**config.mk**
```make
export PLATFORM = sky130hd
export DESIGN_NAME = uart_tx_buffer
export DESIGN_NICKNAME = d
export VERILOG_FILES = /design/src/rtl/uart_tx_buffer.sv
export SDC_FILE = /design/constraint.sdc
export NUM_CORES = 1
export LEC_CHECK = 0
export ABC_AREA = 1
export CORE_MARGIN = 2
export CORE_UTILIZATION = 50
export CTS_BUF_LIST = sky130_fd_sc_hd__clkbuf_16
export DETAILED_ROUTE_END_ITERATION = 7
export GPL_ROUTABILITY_DRIVEN = 0
export PLACE_DENSITY = 0.72
export SYNTH_ARGS = -nofsm -noshare
export SYNTH_HDL_FRONTEND = slang
export SYNTH_SLANG_ARGS = --single-unit
export TNS_END_PERCENT = 50
```
**constraint.sdc**
```tcl
create_clock -name clk -period 6.9 [get_ports clk]
set_input_delay 1.725 -clock clk [delete_from_list [all_inputs] [get_ports clk]]
set_output_delay 1.725 -clock clk [all_outputs]
set_load 0.02 [all_outputs]
```
**src/rtl/uart_tx_buffer.sv**
```systemverilog
// Byte FIFO plus launch sequencer in front of the UART transmitter: accepts bursty
// host writes and hands bytes out one at a time over the transmit/TxData handshake.
module uart_tx_buffer #(
  parameter int DEPTH       = 16,
  parameter int DATA_W      = 8,
  parameter int ACK_TIMEOUT = 64
) (
  input  logic                     clk,
  input  logic                     reset,
  input  logic                     wr_en,
  input  logic [DATA_W-1:0]        wr_data,
  output logic                     full,
  output logic                     empty,
  output logic [$clog2(DEPTH):0]   count,
  output logic                     overflow,
  input  logic                     tx_busy,
  output logic                     transmit,
  output logic [DATA_W-1:0]        TxData
);

  localparam int PW = $clog2(DEPTH);
  localparam int CW = PW + 1;
  localparam int TW = $clog2(ACK_TIMEOUT + 1);

  typedef enum logic [1:0] {IDLE, LAUNCH, WAIT_ACK, WAIT_DONE} state_t;

  state_t            state, state_next;
  logic [DATA_W-1:0] mem [DEPTH];
  logic [PW-1:0]     wr_ptr, rd_ptr;
  logic [CW-1:0]     count_q;
  logic [TW-1:0]     timer;
  logic              wr_ok, pop, timer_clr, timer_inc;

  assign full  = (count_q == CW'(DEPTH));
  assign empty = (count_q == '0);
  assign count = count_q;
  // full is the pre-pop view, so a write in a full+pop cycle is still dropped.
  assign wr_ok = wr_en && !full;

  // NOTE: the storage array has no reset; only pointers and count define validity,
  // which keeps the memory mappable onto plain RAM/flop arrays without reset muxes.
  always_ff @(posedge clk) begin
    if (wr_ok) mem[wr_ptr] <= wr_data;
  end

  // NOTE: every register here uses non-blocking assignment so all state updates
  // see the same pre-edge values, independent of statement order.
  always_ff @(posedge clk) begin
    if (reset) begin
      state    <= IDLE;
      wr_ptr   <= '0;
      rd_ptr   <= '0;
      count_q  <= '0;
      overflow <= 1'b0;
      timer    <= '0;
      transmit <= 1'b0;
      TxData   <= '0;
    end else begin
      state <= state_next;
      if (wr_ok) wr_ptr <= wr_ptr + PW'(1);
      if (pop) begin
        rd_ptr <= rd_ptr + PW'(1);
        TxData <= mem[rd_ptr];
      end
      case ({wr_ok, pop})
        2'b10:   count_q <= count_q + CW'(1);
        2'b01:   count_q <= count_q - CW'(1);
        default: count_q <= count_q;
      endcase
      if (wr_en && full) overflow <= 1'b1;
      if (timer_clr)      timer <= '0;
      else if (timer_inc) timer <= timer + TW'(1);
      transmit <= (state == LAUNCH);
    end
  end

  // NOTE: every signal driven here gets a default first, so no path leaves one
  // unassigned and no latch is inferred.
  always_comb begin
    state_next = state;
    pop        = 1'b0;
    timer_clr  = 1'b0;
    timer_inc  = 1'b0;
    case (state)
      IDLE: begin
        if (!empty && !tx_busy) begin
          pop        = 1'b1;
          state_next = LAUNCH;
        end
      end
      LAUNCH: begin
        timer_clr  = 1'b1;
        state_next = WAIT_ACK;
      end
      WAIT_ACK: begin
        if (tx_busy) begin
          state_next = WAIT_DONE;
        end else begin
          timer_inc = 1'b1;
          // Re-launch the same byte when the transmitter never acknowledged it.
          if (timer == TW'(ACK_TIMEOUT - 1)) state_next = LAUNCH;
        end
      end
      WAIT_DONE: begin
        if (!tx_busy) state_next = IDLE;
      end
      default: state_next = IDLE;
    endcase
  end

endmodule

```
; ---- Word level (Yosys, flattened, before mapping)
; Memories as Yosys holds them, arrays and structs flattened. A register that Yosys moved wholly into a read port is not among the register bits.
; Cells that the tools add are included.
[totals]
n_memories = 1
ramBits = 128
ff_bits = 24
elab_cells = 47
[op_classes]
n_reduce_logical = 11
add_sub_neg = 5
n_mux = 13
n_eq_ne = 10
[memory_table]
columns = memory, depth, word_bits, read_ports, rd_ports_with_merged_regs, wr, line_no
row1 = mem, 16, 8, 1, 1, 1, 28  ; logic [DATA_W-1:0] mem [DEPTH];
[ops]
columns = op, count
row1 = $pmux W5 S2, 1
row2 = $add A4 B1 Y4 const B, 2
row3 = $mux W2, 4
row4 = $pmux W2 S4, 1
row5 = $add A7 B1 Y7 const B, 1
row6 = $eq A7 B6 Y1 const B, 1
row7 = $mux W1, 7
row8 = $eq A2 B2 Y1 const B, 3
row9 = $add A5 B1 Y5 const B, 1
row10 = $eq A5 B5 Y1 const B, 1
row11 = $logic_not A5 Y1, 1
row12 = $sub A5 B1 Y5 const B, 1
row13 = $eq A2 B1 Y1 const B, 2
row14 = $ne A2 B2 Y1 const B, 2
row15 = $logic_and A1 B1 Y1, 3
row16 = $logic_not A1 Y1, 3
row17 = $ne A3 B3 Y1 const B, 1
row18 = $reduce_and A3 Y1, 1
row19 = $logic_not A2 Y1, 1
row20 = $reduce_bool A2 Y1, 1
row21 = $reduce_or A2 Y1, 1

; ---- Logic depth before layout (Yosys ltp)
; Gate-level depths: netlist of run 1.
[depth]
word_depth = 7
mapped_depth = 14
ltp_nobuf = 13

; ---- Least setup slack after synthesis of run 1
; Ideal clock, no wire load.
[synth_path]
kind = input to register
startpoint = in tx_busy
endpoint = reg count_q[3], in the netlist count[3]
arrival_ns = 3.259
slack_ns = 3.526
setup_ns = 0.115
stages = 11
path_cell_list = nor3_1 -> nand2_2 -> inv_2 -> buf_4 -> ha_1 -> ha_1 -> a21oi_1 -> nand2_1 -> xor2_1 -> o21ai_0 -> inv_1
[synth_between]
elab_chain_len = 6
word_cells_on_any_way = 8
classes_between = 2 x eq/ne / 3 x mux / 3 x reduce/logical
[synth_rtl]
columns = element, line_no
row1 = start: declaration, 16  ; input logic tx_busy,
row2 = $logic_not A1 Y1 (*), n/a
row3 = $logic_and A1 B1 Y1 (*), 86  ; if (!empty && !tx_busy) begin
row4 = $mux W1 (*), 86
row5 = $mux W1 (*), 84  ; case (state)
row6 = via pop, 32  ; logic wr_ok, pop, timer_clr, timer_inc;
row7 = $eq A2 B1 Y1 / $eq A2 B2 Y1 (equally long branches), 65  ; case ({wr_ok, pop})
row8 = $pmux W5 S2 / $reduce_bool A2 Y1 (equally long branches), n/a
row9 = end signal: assignment, 66  ; 2'b10: count_q <= count_q + CW'(1);
row10 = end signal: assignment, 67  ; 2'b01: count_q <= count_q - CW'(1);
row11 = end signal: assignment, 68  ; default: count_q <= count_q;
row12 = end: declaration, 30  ; logic [CW-1:0] count_q;
; Mark *: on every way through the listed nets, which the timed path passes. The rest lies on a longest branch.
; A chain may end at the register's enable or synchronous reset.

; ---- Final worst setup path of run 1
[layout_path]
startpoint = in tx_busy
endpoint = reg count_q[4], in the netlist count[4]
[layout_between]
elab_chain_len = 6
word_cells_on_any_way = 8
classes_between = 2 x eq/ne / 3 x mux / 3 x reduce/logical
[layout_rtl]
columns = element, line_no
row1 = $logic_not A1 Y1 (*), n/a
row2 = $logic_and A1 B1 Y1 (*), 86
row3 = $mux W1 (*), 86
row4 = $mux W1 (*), 84
row5 = $eq A2 B1 Y1 / $eq A2 B2 Y1 (equally long branches), 65
row6 = $pmux W5 S2 / $reduce_bool A2 Y1 (equally long branches), n/a
; Every way passes the cells marked *; elsewhere a longest branch is shown, timed or not.

==> qor.yml, run 1 <==
setup_violations: 0
final_period_minus_worst_setup_slack_ps: 3800
postRouteAntennaNets: 0
synth_largest_area_cell: "edfxtp_1"
switching_power_mw: 0.974
vias_per_std_cell: 5.21
postLayoutCellArea_mm2: 0.00799
rsz_0062_raised_after_global_routing: "false"
synth_top_area_share_pct: 54.5
grt_overflow: 0
cts_tree: "done"
io-pin-count: 29
yosys_warnings: 0
power.ir.vdd_worst_mv: 0.252
drt_drc_violations_left: 0
cts.repair.resized: 0
placed_cells_incl_taps: 908
grt_first_pass_wirelength_um: 23400
layout.filler_cells: 1123
cts.sinks: 160
antenna_cells: 0
rows: 43
syn2layout_area_growth_pct: 13.3
hold_viol_final: 0
post-layout-total-power_mw: 2.93
grtUsageTotal_pct: 21.2
dr_total_vias: 4896
wl_per_cell_um: 15.8
totalWireLength_um: 14800
worstPathRequired_ps: 7240
synth_async_reset_ratio_pct: 0
cts-hold-fix-buffers: 0
setup_tns_ps: 0
fmax_ghz: 0.264
power.switching_fraction_pct: 33.2
seqPwrFrac_pct: 39.6
full_die_area_mm2: 0.0151
transition_time_at_the_pin_with_the_least_slew_margin_ps: 1200
power_per_cell_area_mw_per_mm2: 367
yosysUniqueCellTypes: 29
final_core_occ_pct: 57.8
clock_tree.root_cell: "clkbuf_16"
synthesis.instances: 728
synth_nets: 751
die_h_um: 123
fin_worst_skew_ps: 6.85
final_layout_size_suffix_gt1_share_pct: 5.92
clkLatencyLatePin_ps: 420
slew_violations: 0
max-slew-margin-rel_pct: 20.0
run_status: "finished clean"
nNetsFinal: 770
worst_setup_hold_path_clk_slew_ps: 60
power.combinational.fraction_pct: 28.5
worst_path_max_fanout: 20
post-cts-setup-buffer-count: 0
pin_count_of_the_biggest_net_entering_global_routing: 68
die_width_um: 123
setup.worst_path.class: "in -> reg"
final_cells: 940
netlist_top_cells_area: "edfxtp_1 54%, nand2_1 12%, dfxtp_1 9.1%"
setup.worst_path.end_class: "flop"
dpl-instance-area_mm2: 0.00740
setup_ws_ps: 3100
critical_path_arrival_ps: 4130
number_of_storage_elements_in_the_synthesis_netlist: 160
top_flip_flop_cell_by_instance_count_after_synthesis: "edfxtp_1"
register_to_register_path_setup_slack_ps: 4290
hpwl_um: 9170
power.static_leakage_nw: 3.33
power_report.internal_total_mw: 1.96
post_synth_edffs: 128
synth.cell_area_mm2: 0.00705
maxCapViolations: 0
antenna_found_initial: 0
timing.hold.worst.class: "reg -> reg"
tritoncts.num_buffers: 17
ctsLongestPathBuffers: 2
synth_seq_area_share_pct: 63.6
initial_core_util_pct: 51.0
cts_max_level: 4
dr.first_iter.drc_count: 413
port_buffers: 28
p_clk_share_pct: 31.9
syn_avg_cell_area_um2: 9.69
firstDrtPassIters: 5
critPathLaunchType: "input port"
first_global_vias: 4719
worst_hold_slack_ps: 464
layout_worst_path_cycle_share_pct: 55.0
core_area_mm2: 0.0138
pre_cts_worst_setup_slack_ps: 2700
==> power by group through the flow <==
| stage | Combinational [mW] | Sequential (mW) | Clock (mW) |
|---|---|---|---|
| 6_report | 0.835 | 1.16 | 0.936 |
| 5_1_grt | 0.938 | 1.17 | 0.992 |
| 4_1_cts | 0.832 | 1.16 | 0.947 |
| 3_5_place_dp | 0.826 | 1.18 | 0 |
| 3_3_place_gp | 0.805 | 1.18 | 0 |
| 2_1_floorplan | 0.572 | 1.21 | 0 |
==> cells in the final DEF, fill, tap and decap left out, types with 5 or more instances in the layout <==
master / n
dfxtp_1: 31
clkbuf_16: 17
inv_1: 94
clkdlybuf4s50_1: 28
xor2_1: 8
nand3_1: 98
a21oi_1: 17
inv_2: 5
edfxtp_1: 128
nor2_1: 46
ha_1: 10
nand2_1: 230
o21ai_0: 9
==> critical path: stages <==
cell,delay (ps)
clkdlybuf4s50_1,520
nor3_1,220
nand2_2,130
inv_2,270
ha_1,350
ha_1,320
a21oi_1,160
nor2_1,60
nor2_1,80
nand2_1,60
nand2_1,70
nand2_1,50
a21oi_1,120
==> synth_stat cells, types with 3 or more instances <==
library cell	number
nand2_1	230
edfxtp_1	128
ha_1	10
a21oi_1	17
o21ai_0	9
buf_2	16
nand2_2	4
buf_4	8
inv_2	5
nand3_1	98
inv_1	93
xor2_1	8
nor2_1	46
nand4_1	3
dfxtp_1	32
==> registers in the layout, indices dropped and copies added, names as in the netlist <==
name and cells:
mem 128, TxData 8, timer 7, count 5, rd_ptr 4, wr_ptr 4, state 2, overflow 1
transmit 1
==> kinds of logic (layout without fill, tap and decap cells) <==
kind of cell	count (synthesis)	after routing	synth area share, %
buffers and inverters	130	162	7.84
adder cells (fa/ha/maj)	11	11	2.06
XOR/XNOR	10	10	1.24
AND/OR/NAND/NOR	388	388	23.1
AO/OA/AOI/OAI	29	29	2.15
flip-flops	160	160	63.6
==> layout make-up <==
type                            instances  area, um^2  share of cell area, %
Sequential cell                       160        4490                   56.1
Clock buffer                           17         425                   5.32
Multi-Input combinational cell        438        2020                   25.2
Clock inverter                         15         170                   2.13
Tap cell                              180         225                   2.82
Inverter                              100         375                   4.70
Timing Repair Buffer                   30         295                   3.69
==> per-layer routing <==
metal | GRT usage, % | up-vias | wire length, um | part of all wire, %
li1 | - | 2391 | - | -
met1 | 27.1 | 2313 | 6360 | 43
met2 | 34.6 | 164 | 7250 | 49
met3 | 4.74 | 28 | 883 | 6.0
met4 | 9.41 | 0 | 347 | 2.3
met5 | 0 | - | 0 | 0
==> final timing paths <==
| check | from | endpoint | cells after the start |
|---|---|---|---|
| worst max-delay path | tx_busy | count[4]$_SDFFE_PP0P_ | 13 |
| worst min-delay path | overflow$_SDFFE_PP0P_ | overflow$_SDFFE_PP0P_ | 2 |
| worst max register to register | rd_ptr[0]$_SDFFE_PP0P_ | TxData[4]$_SDFFE_PP0P_ | 10 |
| worst min register to register | overflow$_SDFFE_PP0P_ | overflow$_SDFFE_PP0P_ | 2 |
(Power assumes the default switching activity.)
==> run 2: changes to the inputs <==
--- a/config.mk
+++ b/config.mk
@@ -11,7 +11,7 @@
 export CTS_BUF_LIST = sky130_fd_sc_hd__clkbuf_16
 export DETAILED_ROUTE_END_ITERATION = 7
 export GPL_ROUTABILITY_DRIVEN = 0
-export PLACE_DENSITY = 0.72
+export PLACE_DENSITY = 0.74
 export SYNTH_ARGS = -nofsm -noshare
 export SYNTH_HDL_FRONTEND = slang
 export SYNTH_SLANG_ARGS = --single-unit
==> constraint.sdc (replaced) <==
create_clock -name clk -period 3.06 [get_ports clk]
set_input_delay 0.765 -clock clk [delete_from_list [all_inputs] [get_ports clk]]
set_output_delay 0.765 -clock clk [all_outputs]
set_load 0.02 [all_outputs]
==> qor.yml, run 2 (synthesized netlist as in run 1, its figures left out) <==
nNetsFinal: 786
clock_tree.root_cell: "clkbuf_16"
port_buffers: 28
final_cells: 956
slew_violations: 0
max-slew-margin-rel_pct: 25.0
firstDrtPassIters: 6
dr.first_iter.drc_count: 732
critical_path_arrival_ps: 1840
fmax_ghz: 0.384
postRouteAntennaNets: 0
drt_drc_violations_left: 0
cts_max_level: 4
rows: 43
worstPathRequired_ps: 2290
final_layout_size_suffix_gt1_share_pct: 8.12
setup_tns_ps: 0
full_die_area_mm2: 0.0151
wl_per_cell_um: 15.8
syn2layout_area_growth_pct: 14.5
hold_viol_final: 0
cts.repair.resized: 0
fin_worst_skew_ps: 6.60
die_h_um: 123
setup_violations: 0
layout.filler_cells: 1055
cts_tree: "done"
power.static_leakage_nw: 3.39
worst_hold_slack_ps: 477
core_area_mm2: 0.0138
initial_core_util_pct: 51.0
clkLatencyLatePin_ps: 420
antenna_cells: 0
tritoncts.num_buffers: 17
most-common-layout-cells: "230 x nand2_1, 128 x edfxtp_1, 98 x nand3_1"
totalWireLength_um: 15200
vias_per_std_cell: 5.33
setup.worst_path.class: "reg -> out"
pin_count_of_the_biggest_net_entering_global_routing: 67
die_width_um: 123
antenna_found_initial: 0
timing.hold.worst.class: "reg -> reg"
cts.sinks: 160
most_common_cell_after_layout_fill_and_taps_aside: "nand2_1"
largest_registers: "mem x128, TxData x8, timer x7"
grt_first_pass_wirelength_um: 23800
first_global_vias: 4775
setup.worst_path.end_class: "output pin"
power.ir.vdd_worst_mv: 0.436
layout_worst_path_cycle_share_pct: 85.1
placed_cells_incl_taps: 924
post-cts-setup-buffer-count: 0
worst_setup_hold_path_clk_slew_ps: 60
transition_time_at_the_pin_with_the_least_slew_margin_ps: 1120
grtUsageTotal_pct: 21.2
power_per_cell_area_mw_per_mm2: 811
critPathLaunchType: "flop"
post-layout-total-power_mw: 6.55
grt_overflow: 0
cts-hold-fix-buffers: 0
maxCapViolations: 0
ctsLongestPathBuffers: 2
run_status: "finished clean"
final_period_minus_worst_setup_slack_ps: 2600
io-pin-count: 29
dr_total_vias: 5092
hpwl_um: 9730
rsz_0062_raised_after_global_routing: "false"
worst_path_max_fanout: 5
largest_register_ff_count: 128
largest_register: "mem"
==> run 2: critical path, cell delays in order, from the launching register on <==
cell	delay, ps
dfxtp_1	380
nor2_1	170
nand4_1	180
inv_1	90
clkdlybuf4s50_1	600
==> run 2: power breakdown <==
group,total [mW],switching [mW],internal [mW]
clock,1.99,0.862,1.13
combinational,1.95,1.29,0.657
sequential,2.61,0.109,2.50
total,6.55,2.26,4.29
==> run 2: final timing paths <==
check / start / to / slack (ps) / cells after the start
worst max-delay path: count[0]$_SDFFE_PP0P_ / empty / 460 / 4
worst min-delay path: overflow$_SDFFE_PP0P_ / overflow$_SDFFE_PP0P_ / 480 / 2
worst max register to register: count[0]$_SDFFE_PP0P_ / count[4]$_SDFFE_PP0P_ / 770 / 13
worst min register to register: overflow$_SDFFE_PP0P_ / overflow$_SDFFE_PP0P_ / 480 / 2
==> run 2: layer usage <==
metal	vias up	part of all wire, %	wire (um)	track usage, %
li1	2418	-	-	-
met1	2427	40	6130	27.3
met2	215	50	7540	34.8
met3	32	7.7	1160	4.88
met4	0	2.1	314	8.26
met5	-	0	0	0
==> run 2: area by class of cell <==
cell class	instances	area, um^2	area share [%]
clock buffers	17	425	5.27
clock inverters	15	136	1.69
inverters	100	375	4.65
flip-flops and latches	160	4490	55.5
multi-input cells	438	2020	24.9
well taps	180	225	2.79
repair buffers	46	415	5.14
==> run 2: per-stage QoR <==
step,util (%),area (um^2),setup slack [ps]
4_1_cts,58.4,8080,436
3_3_place_gp,54.4,7520,258
2_1_floorplan,-,7050,646
5_1_grt,58.4,8080,331
3_5_place_dp,54.4,7520,232
6_report,58.4,8080,455
==> run 3: changes to the inputs <==
--- a/config.mk
+++ b/config.mk
@@ -6,12 +6,14 @@
 export NUM_CORES = 1
 export LEC_CHECK = 0
 export ABC_AREA = 1
+export CELL_PAD_IN_SITES_DETAIL_PLACEMENT = 0
+export CELL_PAD_IN_SITES_GLOBAL_PLACEMENT = 2
 export CORE_MARGIN = 2
-export CORE_UTILIZATION = 50
+export CORE_UTILIZATION = 35
 export CTS_BUF_LIST = sky130_fd_sc_hd__clkbuf_16
 export DETAILED_ROUTE_END_ITERATION = 7
 export GPL_ROUTABILITY_DRIVEN = 0
-export PLACE_DENSITY = 0.74
+export PLACE_DENSITY = 0.79
 export SYNTH_ARGS = -nofsm -noshare
 export SYNTH_HDL_FRONTEND = slang
 export SYNTH_SLANG_ARGS = --single-unit
==> qor.yml, run 3 (synthesized netlist as in run 1, its figures left out) <==
placed_cells_incl_taps: 1011
initial_core_util_pct: 36.0
largest_registers: "mem x128, TxData x8, timer x7"
critical_path_arrival_ps: 1840
max-slew-margin-rel_pct: 27.5
final_period_minus_worst_setup_slack_ps: 2610
setup.worst_path.end_class: "output pin"
clock_tree.root_cell: "clkbuf_16"
grt_first_pass_wirelength_um: 27200
layout.filler_cells: 1895
hpwl_um: 11300
critPathLaunchType: "flop"
fin_worst_skew_ps: 10.4
setup_tns_ps: 0
fmax_ghz: 0.383
pre_cts_worst_setup_slack_ps: 194
capture_instance_of_the_worst_register_to_register_path: "count[4]$_SDFFE_PP0P_"
worstHoldPathCells: 2
clkLatencyLatePin_ps: 430
dr_total_vias: 4885
worst_path_max_fanout: 5
hold_path_startpoint: "overflow$_SDFFE_PP0P_"
register_to_register_path_setup_slack_ps: 770
largest_register_ff_count: 128
final_cells: 1044
transition_time_at_the_pin_with_the_least_slew_margin_ps: 1090
postRouteAntennaNets: 0
largest_register: "mem"
power_per_cell_area_mw_per_mm2: 811
nNetsFinal: 788
grtUsageTotal_pct: 16.8
vias_per_std_cell: 4.68
io-pin-count: 29
port_buffers: 28
setup.worst_path.class: "reg -> out"
drt_drc_violations_left: 0
setup_violations: 0
ctsLongestPathBuffers: 2
worst_setup_hold_path_clk_slew_ps: 70
post-cts-setup-buffer-count: 0
worstPathRequired_ps: 2290
rsz_0062_raised_after_global_routing: "false"
cts.sinks: 160
syn2layout_area_growth_pct: 16.8
slew_violations: 0
totalWireLength_um: 17000
core_area_mm2: 0.0196
dr.first_iter.drc_count: 324
maxCapViolations: 0
wl_per_cell_um: 16.3
tritoncts.num_buffers: 17
most-common-layout-cells: "230 x nand2_1, 128 x edfxtp_1, 98 x nand3_1"
pin_count_of_the_biggest_net_entering_global_routing: 67
cts.repair.resized: 0
setup_ws_ps: 452
critical_path.reg2reg.startpoint: "count[0]$_SDFFE_PP0P_"
die_width_um: 146
hold_viol_final: 0
most_common_cell_after_layout_fill_and_taps_aside: "nand2_1"
cts-hold-fix-buffers: 0
final_layout_size_suffix_gt1_share_pct: 8.35
full_die_area_mm2: 0.0213
run_status: "finished clean"
power.static_leakage_nw: 3.42
firstDrtPassIters: 4
layout_worst_path_cycle_share_pct: 85.2
reg2regPathDepth: 13
timing.hold.worst.class: "reg -> reg"
rows: 51
multiInputGateArea_mm2: 0.00202
antenna_found_initial: 0
power.ir.vdd_worst_mv: 0.418
cts_tree: "done"
grt_overflow: 0
die_h_um: 146
first_global_vias: 5025
cts_max_level: 4
min_delay_worst_endpoint: "overflow$_SDFFE_PP0P_"
seq_area_mm2: 0.00449
==> run 3: changes by cell type in the layout (fill, tap and decap cells not counted) <==
cell / before / now
buf_12: 0 / 1
diode_2: 0 / 1
buf_4: 18 / 19
bufinv_16: 1 / 2
inv_6: 4 / 3
clkinv_4: 4 / 3
inv_8: 0 / 1
==> run 3: metrics by stage <==
stage                     cell area [um^2]  total power [mW]  hold WS [ps]  util [%]
after floorplan                       7050              4.02           457         -
after global routing                  8240              7.10           528      42.0
final                                 8240              6.68           477      42.1
after global placement                7650              4.63           453      39.1
after detailed placement              7650              4.65           473      39.1
after CTS                             8240              6.76           485      42.0
==> run 3: how the worst max path moves through the flow <==
stage                               start                     to  slack, ps  cells after the start
floorplan                         tx_busy  count[3]$_SDFFE_PP0P_        650                     11
global placement                  tx_busy  count[3]$_SDFFE_PP0P_        230                     11
detailed placement                tx_busy  count[4]$_SDFFE_PP0P_        190                     13
CTS                 count[0]$_SDFFE_PP0P_                  empty        420                      4
global route        count[0]$_SDFFE_PP0P_                  empty        320                      4
finish              count[0]$_SDFFE_PP0P_                  empty        450                      4
==> run 3: critical path, stage by stage, from the launching register on <==
cell and delay, ps:
dfxtp_1 380, nor2_1 160, nand4_1 190, inv_1 90, clkdlybuf4s50_1 600
==> run 3: cell type report <==
class / count / area share (%)
Clock buffer: 17 / 5.16
Inverter: 100 / 4.56
Tap cell: 265 / 4.02
Antenna cell: 1 / 0.0304
Clock inverter: 15 / 1.94
Timing Repair Buffer: 48 / 5.38
Multi-Input combinational cell: 438 / 24.5
Sequential cell: 160 / 54.4
==> run 3: metal layers <==
layer,vias to the layer above,share of wire [%],GRT usage (%)
met4,0,1.9,6.23
met2,87,48,27.7
met3,22,3.9,4.14
met5,-,0,0
met1,2349,46,21.6
li1,2427,-,-
==> run 3: power breakdown <==
| group | internal [mW] | switching, mW | leakage, nW |
|---|---|---|---|
| clock network | 1.21 | 0.898 | 0.280 |
| logic | 0.667 | 1.30 | 1.72 |
| registers | 2.50 | 0.107 | 1.42 |
